`config.mk`:
```
export PLATFORM = sky130hd
export DESIGN_NAME = instr_mem_loader_flat
export DESIGN_NICKNAME = d
export VERILOG_FILES = /design/src/rtl/instr_mem_loader_if.sv /design/src/rtl/instr_mem_loader.sv /design/src/flat_wrapper.sv
export SDC_FILE = /design/constraint.sdc
export NUM_CORES = 1
export LEC_CHECK = 0
export BUFFER_PORTS_ARGS = -buffer_cell sky130_fd_sc_hd__buf_2
export CAP_MARGIN = 10
export CORE_ASPECT_RATIO = 1.5
export CORE_MARGIN = 2
export CORE_UTILIZATION = 50
export DETAILED_ROUTE_END_ITERATION = 10
export GPL_TIMING_DRIVEN = 0
export PLACE_DENSITY = 0.73
export SETUP_SLACK_MARGIN = 0.1
export SYNTH_ARGS = -nofsm -noshare
export SYNTH_HDL_FRONTEND = slang
export SYNTH_SLANG_ARGS = --single-unit
```
`constraint.sdc`:
```
create_clock -name clk_i -period 3.35 [get_ports clk_i]
set_clock_uncertainty 0.2 [all_clocks]
set_input_delay 0 -clock clk_i [delete_from_list [all_inputs] [get_ports clk_i]]
set_output_delay 0 -clock clk_i [all_outputs]
set_load 0.03 [all_outputs]
```
`src/rtl/instr_mem_loader_if.sv`:
```
// Loader bus: control/status, byte stream handshake and instruction-memory write port.
// master drives start/count/stream and observes the rest; slave is the loader.
interface instr_mem_loader_if;
    logic        start_i;
    logic [5:0]  word_count_i;
    logic        byte_valid_i;
    logic [7:0]  byte_data_i;
    logic        byte_ready_o;
    logic        mem_we_o;
    logic [31:0] mem_addr_o;
    logic [31:0] mem_data_o;
    logic        busy_o;
    logic        done_o;
    logic        cpu_rst_o;
    logic [31:0] checksum_o;

    modport master (
        output start_i, word_count_i, byte_valid_i, byte_data_i,
        input  byte_ready_o, mem_we_o, mem_addr_o, mem_data_o,
               busy_o, done_o, cpu_rst_o, checksum_o
    );

    modport slave (
        input  start_i, word_count_i, byte_valid_i, byte_data_i,
        output byte_ready_o, mem_we_o, mem_addr_o, mem_data_o,
               busy_o, done_o, cpu_rst_o, checksum_o
    );
endinterface

```
`src/rtl/instr_mem_loader.sv`:
```
// Program loader: packs a byte stream MSB-first into 32-bit words, writes them to
// instruction memory and holds the CPU in reset until the requested load completes.
module instr_mem_loader #(
    parameter int          WORDS     = 32,
    parameter logic [31:0] ADDR_BASE = 32'd0
) (
    input  logic              clk_i,
    input  logic              rst_i,
    instr_mem_loader_if.slave bus
);
    localparam int IW = $clog2(WORDS) + 1;

    typedef enum logic [1:0] {IDLE, RECV, WRITE, DONE} state_t;

    state_t        state_q;
    logic [IW-1:0] cnt_q;
    logic [IW-1:0] idx_q;
    logic [IW-1:0] idx_nxt;
    logic [IW-1:0] start_cnt;
    logic [1:0]    bcnt_q;
    logic [31:0]   word_q;
    logic [31:0]   word_shift;
    logic          xfer;
    logic          byte_ready_q;
    logic          mem_we_q;
    logic [31:0]   mem_addr_q;
    logic [31:0]   mem_data_q;
    logic          busy_q;
    logic          done_q;
    logic          cpu_rst_q;
    logic [31:0]   checksum_q;

    // Requests beyond the memory depth are clamped rather than wrapping the index.
    assign start_cnt  = (32'(bus.word_count_i) > 32'(WORDS)) ? IW'(WORDS) : IW'(bus.word_count_i);
    assign idx_nxt    = idx_q + IW'(1);
    assign xfer       = bus.byte_valid_i & byte_ready_q;
    assign word_shift = {word_q[23:0], bus.byte_data_i};

    always_ff @(posedge clk_i) begin
        if (rst_i) begin
            state_q      <= IDLE;
            cnt_q        <= '0;
            idx_q        <= '0;
            bcnt_q       <= '0;
            byte_ready_q <= 1'b0;
            mem_we_q     <= 1'b0;
            mem_addr_q   <= '0;
            mem_data_q   <= '0;
            busy_q       <= 1'b0;
            done_q       <= 1'b0;
            cpu_rst_q    <= 1'b1;
            checksum_q   <= '0;
        end else begin
            case (state_q)
                IDLE, DONE: begin
                    if (bus.start_i) begin
                        cnt_q      <= start_cnt;
                        idx_q      <= '0;
                        bcnt_q     <= '0;
                        checksum_q <= '0;
                        if (start_cnt == '0) begin
                            state_q   <= DONE;
                            done_q    <= 1'b1;
                            busy_q    <= 1'b0;
                            cpu_rst_q <= 1'b0;
                        end else begin
                            state_q      <= RECV;
                            done_q       <= 1'b0;
                            busy_q       <= 1'b1;
                            cpu_rst_q    <= 1'b1;
                            byte_ready_q <= 1'b1;
                        end
                    end
                end
                RECV: begin
                    if (xfer) begin
                        word_q <= word_shift;
                        bcnt_q <= bcnt_q + 2'd1;
                        if (bcnt_q == 2'd3) begin
                            state_q      <= WRITE;
                            byte_ready_q <= 1'b0;
                            mem_we_q     <= 1'b1;
                            mem_addr_q   <= ADDR_BASE + 32'({idx_q, 2'b00});
                            mem_data_q   <= word_shift;
                        end
                    end
                end
                WRITE: begin
                    mem_we_q   <= 1'b0;
                    checksum_q <= checksum_q + word_q;
                    idx_q      <= idx_nxt;
                    bcnt_q     <= '0;
                    if (idx_nxt == cnt_q) begin
                        state_q   <= DONE;
                        done_q    <= 1'b1;
                        busy_q    <= 1'b0;
                        cpu_rst_q <= 1'b0;
                    end else begin
                        state_q      <= RECV;
                        byte_ready_q <= 1'b1;
                    end
                end
                default: state_q <= IDLE;
            endcase
        end
    end

    assign bus.byte_ready_o = byte_ready_q;
    assign bus.mem_we_o     = mem_we_q;
    assign bus.mem_addr_o   = mem_addr_q;
    assign bus.mem_data_o   = mem_data_q;
    assign bus.busy_o       = busy_q;
    assign bus.done_o       = done_q;
    assign bus.cpu_rst_o    = cpu_rst_q;
    assign bus.checksum_o   = checksum_q;
endmodule

```
`src/flat_wrapper.sv`:
```
// flat-port wrapper written by rule: the top's interface ports become plain ports
module instr_mem_loader_flat 
#(
    parameter int          WORDS     = 32,
    parameter logic [31:0] ADDR_BASE = 32'd0
)
  (clk_i, rst_i, bus_start_i, bus_word_count_i, bus_byte_valid_i, bus_byte_data_i, bus_byte_ready_o, bus_mem_we_o, bus_mem_addr_o, bus_mem_data_o, bus_busy_o, bus_done_o, bus_cpu_rst_o, bus_checksum_o);
  instr_mem_loader_if bus_i ();
  input  logic clk_i;
  input  logic rst_i;
  input wire logic [$bits(bus_i.start_i)-1:0] bus_start_i;
  input wire logic [$bits(bus_i.word_count_i)-1:0] bus_word_count_i;
  input wire logic [$bits(bus_i.byte_valid_i)-1:0] bus_byte_valid_i;
  input wire logic [$bits(bus_i.byte_data_i)-1:0] bus_byte_data_i;
  output wire logic [$bits(bus_i.byte_ready_o)-1:0] bus_byte_ready_o;
  output wire logic [$bits(bus_i.mem_we_o)-1:0] bus_mem_we_o;
  output wire logic [$bits(bus_i.mem_addr_o)-1:0] bus_mem_addr_o;
  output wire logic [$bits(bus_i.mem_data_o)-1:0] bus_mem_data_o;
  output wire logic [$bits(bus_i.busy_o)-1:0] bus_busy_o;
  output wire logic [$bits(bus_i.done_o)-1:0] bus_done_o;
  output wire logic [$bits(bus_i.cpu_rst_o)-1:0] bus_cpu_rst_o;
  output wire logic [$bits(bus_i.checksum_o)-1:0] bus_checksum_o;
  assign bus_i.start_i = bus_start_i;
  assign bus_i.word_count_i = bus_word_count_i;
  assign bus_i.byte_valid_i = bus_byte_valid_i;
  assign bus_i.byte_data_i = bus_byte_data_i;
  assign bus_byte_ready_o = bus_i.byte_ready_o;
  assign bus_mem_we_o = bus_i.mem_we_o;
  assign bus_mem_addr_o = bus_i.mem_addr_o;
  assign bus_mem_data_o = bus_i.mem_data_o;
  assign bus_busy_o = bus_i.busy_o;
  assign bus_done_o = bus_i.done_o;
  assign bus_cpu_rst_o = bus_i.cpu_rst_o;
  assign bus_checksum_o = bus_i.checksum_o;
  instr_mem_loader #(.WORDS(WORDS), .ADDR_BASE(ADDR_BASE)) u_core (.clk_i(clk_i), .rst_i(rst_i), .bus(bus_i));
endmodule
```
# Word level (Yosys, flattened, before mapping)
# Cells that the tools add are included.
dict set report totals {
  out_inout_bits 101
  regBits 123
  inputBits 18
}
dict set report op_classes {
  bitwise_logic 2
  add_sub_neg 3
  magnitude_cmp 1
  mux 31
  n_reduce_logical 14
  n_eq_ne 11
}
# operator n
set op_table {}
lappend op_table {{32-bit one-hot mux with 2 select lines} 1}
lappend op_table {{32-bit adder} 1}
lappend op_table {{32-bit 2-to-1 mux} 1}
lappend op_table {{3-bit AND reduction} 5}
lappend op_table {{2-bit 2-to-1 mux} 7}
lappend op_table {{1-bit 2-to-1 mux} 13}
lappend op_table {{6-bit 2-to-1 mux} 2}
lappend op_table {{2-bit one-hot mux with 3 select lines} 2}
lappend op_table {{6-bit one-hot mux with 2 select lines} 1}
lappend op_table {{6-bit by 1-bit adder with 6-bit output (second input constant)} 1}
lappend op_table {{2-bit == test (second input constant)} 3}
lappend op_table {{6-bit == test} 1}
lappend op_table {{6-bit > comparator (second input constant)} 1}
lappend op_table {{6-bit logical NOT} 1}
lappend op_table {{2-bit by 1-bit inequality test with 1-bit output (second input constant)} 3}
lappend op_table {{2-bit inequality test (second input constant)} 3}
lappend op_table {{1-bit one-hot mux with 2 select lines} 3}
lappend op_table {{2-bit AND reduction} 3}
lappend op_table {{5-bit AND reduction} 1}
lappend op_table {{2-bit nonzero test} 2}
lappend op_table {{1-bit one-hot mux with 3 select lines} 1}
lappend op_table {{2-bit by 1-bit adder with 2-bit output (second input constant)} 1}
lappend op_table {{2-bit by 1-bit == test with 1-bit output (second input constant)} 1}
lappend op_table {{2-bit logical NOT} 1}
lappend op_table {{3 further kinds} 3}

# Longest topological paths before layout
dict set report depth {
  depth_word 6
  mapped_depth 12
  depth_no_buf 12
}

# Worst setup path after synthesis
# Ideal clock, no wire load.
dict set report synth_timing {
  path_type {flip-flop to flip-flop}
  start {reg u_core.checksum_q[0] (netlist: u_core.bus.checksum_o[0])}
  end {reg u_core.checksum_q[26] (netlist: u_core.bus.checksum_o[26])}
  setup_time_ns 0.124
  n_path_buf 0
  t_arrival_ns 2.649
  period_less_slack_ns 2.974
  path_stages_with_launch 13
  slack_ns 0.376
  path_cell_list {dfxtp_1 ha_1 inv_1 fa_1 nand2b_1 a21oi_1 or3_1 a311oi_2 o21ai_2 a41o_1 a21oi_1 mux2i_1 nand3_1}
}
dict set report synth_via {
  elab_chain_len 2
}
# element line
set synth_rtl {}
lappend synth_rtl {{start: declaration} instr_mem_loader.sv:31} ;# logic [31:0] checksum_q;
lappend synth_rtl {{start signal: assignment} instr_mem_loader.sv:90} ;# checksum_q <= checksum_q + word_q;
lappend synth_rtl {{32-bit adder} instr_mem_loader.sv:90}
lappend synth_rtl {{32-bit one-hot mux with 2 select lines} instr_mem_loader.sv:54} ;# case (state_q)
# Every way passes these cells.
# A chain may end at the register's enable or synchronous reset.

# Worst setup path after layout
dict set report layout_timing {
  start {reg u_core.word_q[0]}
  end {reg u_core.checksum_q[30] (netlist: u_core.bus.checksum_o[30])}
}
dict set report layout_via {
  elab_chain_len 2
}
# element line
set layout_rtl {}
lappend layout_rtl {{start: declaration} instr_mem_loader.sv:21} ;# logic [31:0] word_q;
lappend layout_rtl {{start signal: assignment} instr_mem_loader.sv:77} ;# word_q <= word_shift;
lappend layout_rtl {{32-bit adder} instr_mem_loader.sv:90}
lappend layout_rtl {{32-bit one-hot mux with 2 select lines} instr_mem_loader.sv:54}
# Every way passes these cells.

==> flow_summary.json <==
{
  "drc": 0,
  "multiInputGateArea_mm2": 0.00309,
  "max_freq_mhz": 321,
  "synth_edf_count": 32,
  "switchingPower_mw": 1.67,
  "grt_pass1_wl_um": 25700,
  "cts_num_sinks": 123,
  "wl_met1_um": 5920,
  "wl_met3_um": 788,
  "timing.hold.ws_ps": 106,
  "cts_htree_levels": 4,
  "fillers": 1005,
  "min_path_type": "input pin to flop",
  "global_route.overflow_total": 0,
  "hold_viol": 0,
  "top_layer": "met4",
  "dieArea_mm2": 0.0131,
  "comb_power_share": 0.275,
  "slew_viol_final": 0,
  "antenna_found_initial": 0,
  "clockRootBuffer": "clkbuf_16",
  "syn_inst": 694,
  "cts_tree": "built",
  "clkLatencyLatePin_ps": 410,
  "firstDrtPassIters": 5,
  "synth_seq_cells": 123,
  "seq_power_share": 0.361,
  "core_area_mm2": 0.0120,
  "status": "complete, no violations",
  "max_slew.worst_pin.slew_ps": 986,
  "synth.distinct_cells": 58,
  "final_nets": 907,
  "fin_crit_sh": 0.931,
  "relSlewSlack": 0.341,
  "grt_pass1_vias": 5545,
  "finalSetupTns_ps": 0,
  "worstSetupEndpointType": "flop",
  "vias": 5499,
  "yosysWarningCount": 0,
  "io_buffers": 91,
  "insertedDiodeCount": 0,
  "worstPathMaxFanout": 4,
  "first_iter_violations": 293,
  "via_per_inst": 5.40,
  "fin_util": 0.644,
  "switching_share": 0.340,
  "period_needed_ps": 3120,
  "syn_area_per_cell_um2": 8.79,
  "grt_usage": 0.249,
  "drive_above_1_share": 0.191,
  "ys.flop_type": "dfxtp_1",
  "die_w_um": 94.2,
  "finalSetupViolCount": 0,
  "cts_buffers": 17,
  "ys_seq_area_frac": 0.456,
  "syn_to_final_growth_pct": 26.1,
  "maxCapViolCount": 0,
  "synth_area_mm2": 0.00610,
  "worstPathArrival_ps": 3200,
  "ant_nets": 0,
  "start_kind": "flop",
  "io_pins": 119,
  "seq_area_mm2": 0.00278,
  "dp.final_hpwl_um": 11700,
  "die_h_um": 139,
  "post_drt_wl_per_cell_um": 15.5,
  "gp_congestion": 0.888,
  "initial_utilization": 0.511,
  "power_density_mw_per_mm2": 639,
  "intPower_mw": 3.25,
  "fp-row-count": 49,
  "drt_wl_total_um": 15800,
  "synthArstFlopShare": 0,
  "clock_path_buffers": 2,
  "clk_pin_slew_worst_paths_ps": 60,
  "grt_max_degree": 33,
  "rsz0062_at_grt": "false",
  "wl_met2_um": 8660,
  "path_class": "flop to flop",
  "required_ps": 3430,
  "worst_ir_drop_vdd_uv": 402,
  "p_leak_nw": 3.35,
  "clkPwrFrac": 0.365
}
routing by layer:
| metal | GRT usage | vias up |
|---|---|---|
| met1 | 0.266 | 2551 |
| met5 | 0 | - |
| met4 | 0.105 | 0 |
| li1 | - | 2710 |
| met2 | 0.462 | 200 |
| met3 | 0.0504 | 38 |
final cells by class:
type	instances	share of cell area
Multi-Input combinational cell	525	0.402
Inverter	18	0.00878
Clock buffer	18	0.0571
Buffer	53	0.0385
Sequential cell	123	0.362
Tap cell	153	0.0249
Clock inverter	14	0.0190
Timing Repair Buffer	114	0.0878
final timing paths:
check	from	to	slack, ps	cells past startpoint
worst max-delay path	u_core.word_q[0]$_DFFE_PP_	u_core.bus.checksum_o[30]$_SDFFE_PP0P_	230	12
worst min-delay path	bus_byte_data_i[0]	u_core.word_q[0]$_DFFE_PP_	110	2
worst max register to register	u_core.word_q[0]$_DFFE_PP_	u_core.bus.checksum_o[30]$_SDFFE_PP0P_	230	12
worst min register to register	u_core.bus.cpu_rst_o$_SDFFE_PP1P_	u_core.bus.cpu_rst_o$_SDFFE_PP1P_	240	2
repair_timing:
action,4_1_cts,5_1_grt
pin swaps,1,4
endpoints found under the setup margin,3,5
hold buffers,19,0
setup buffers,0,4
gates resized for setup,1,5
endpoints found under the hold margin,31,0
sequential cells by signal, indices dropped and copies added, names as in the netlist, 2 cells and up:
name	cells
u_core.bus.checksum_o	32
u_core.bus.mem_data_o	32
u_core.word_q	32
u_core.bus.mem_addr_o	6
u_core.cnt_q	6
u_core.idx_q	6
u_core.bcnt_q	2
u_core.state_q	2
metrics by stage:
stage | area [µm²] | total power [mW] | std cells | setup slack (ps)
5_1_grt | 7690 | 5.17 | 1018 | 84.5
6_report | 7690 | 4.92 | 1018 | 233
4_1_cts | 7640 | 4.92 | 1014 | 119
3_5_place_dp | 6850 | 3.09 | 963 | 24.1
2_1_floorplan | 6200 | 2.76 | 719 | 376
3_3_place_gp | 6840 | 3.06 | 963 | -303
kinds of logic (layout without fill, tap and decap cells):
group / count (synthesis) / in the layout / synth area share
simple gates: 236 / 236 / 0.169
compound gates: 194 / 194 / 0.192
flops: 123 / 123 / 0.456
buf+inv: 71 / 217 / 0.0597
fa+ha+maj: 37 / 37 / 0.0771
xor+xnor: 31 / 31 / 0.0445
other cells: 1 / 26 / 0.000614
mux: 1 / 1 / 0.00164
Yosys cell counts, drive strengths merged, types with 2 or more instances:
| cell | count | area (µm²) |
|---|---|---|
| o31ai | 3 | 22.5 |
| xor2 | 14 | 123 |
| or2 | 2 | 12.5 |
| and3 | 5 | 36.3 |
| o21bai | 3 | 22.5 |
| a21oi | 88 | 440 |
| inv | 18 | 67.6 |
| nand4 | 7 | 43.8 |
| nor3 | 9 | 45.0 |
| nor3b | 7 | 52.6 |
| buf | 30 | 210 |
| a31oi | 6 | 43.8 |
| a21boi | 3 | 22.5 |
| o211ai | 2 | 15.0 |
| nor2b | 3 | 18.8 |
| a211o | 2 | 17.5 |
| or3 | 5 | 31.3 |
| clkbuf | 23 | 86.3 |
| and2 | 4 | 25.0 |
| xnor2 | 17 | 149 |
| dfxtp | 91 | 1820 |
| nand2b | 2 | 12.5 |
| a211oi | 7 | 57.6 |
| a41o | 2 | 20.0 |
| nor2 | 47 | 176 |
| a22oi | 9 | 67.6 |
| a221oi | 2 | 23.8 |
| edfxtp | 32 | 961 |
| o21ai | 43 | 219 |
| o21a | 5 | 37.5 |
| nand2 | 131 | 492 |
| ha | 36 | 450 |
| a21o | 10 | 75.1 |
| nand3 | 9 | 45.0 |
power by group through the flow:
stage | Combinational [mW] | Sequential, mW | Clock [mW]
global placement | 1.26 | 1.80 | 0
detailed placement | 1.29 | 1.80 | 0
floorplan | 0.807 | 1.96 | 0
finish | 1.35 | 1.77 | 1.79
global route | 1.49 | 1.79 | 1.89
CTS | 1.33 | 1.77 | 1.82
critical path: stages, from the launching register on:
cell	delay, ps
edfxtp_1	390
ha_1	230
inv_1	80
fa_1	190
nand2b_4	140
a21oi_1	110
or3_4	360
a311oi_4	380
o21ai_2	110
a41o_1	260
a211oi_2	310
xor2_1	170
o21ai_1	60
cell usage in the layout (no fill, tap or decap), drive strengths merged, types with 4 or more instances in the layout:
cell / instances
clkbuf: 41
edfxtp: 32
clkinv: 7
nor2: 47
nand2: 131
a211oi: 7
a21o: 10
a22oi: 9
o21ai: 43
xnor2: 17
xor2: 14
inv: 20
ha: 36
o21a: 5
and2: 4
a31oi: 6
nand4: 7
a21oi: 88
nor3: 9
nand3: 9
dfxtp: 91
dlygate4sd3: 19
buf: 125
or3: 5
nor3b: 7
and3: 5
conb: 26
Power figures use the tool's default switching activity.
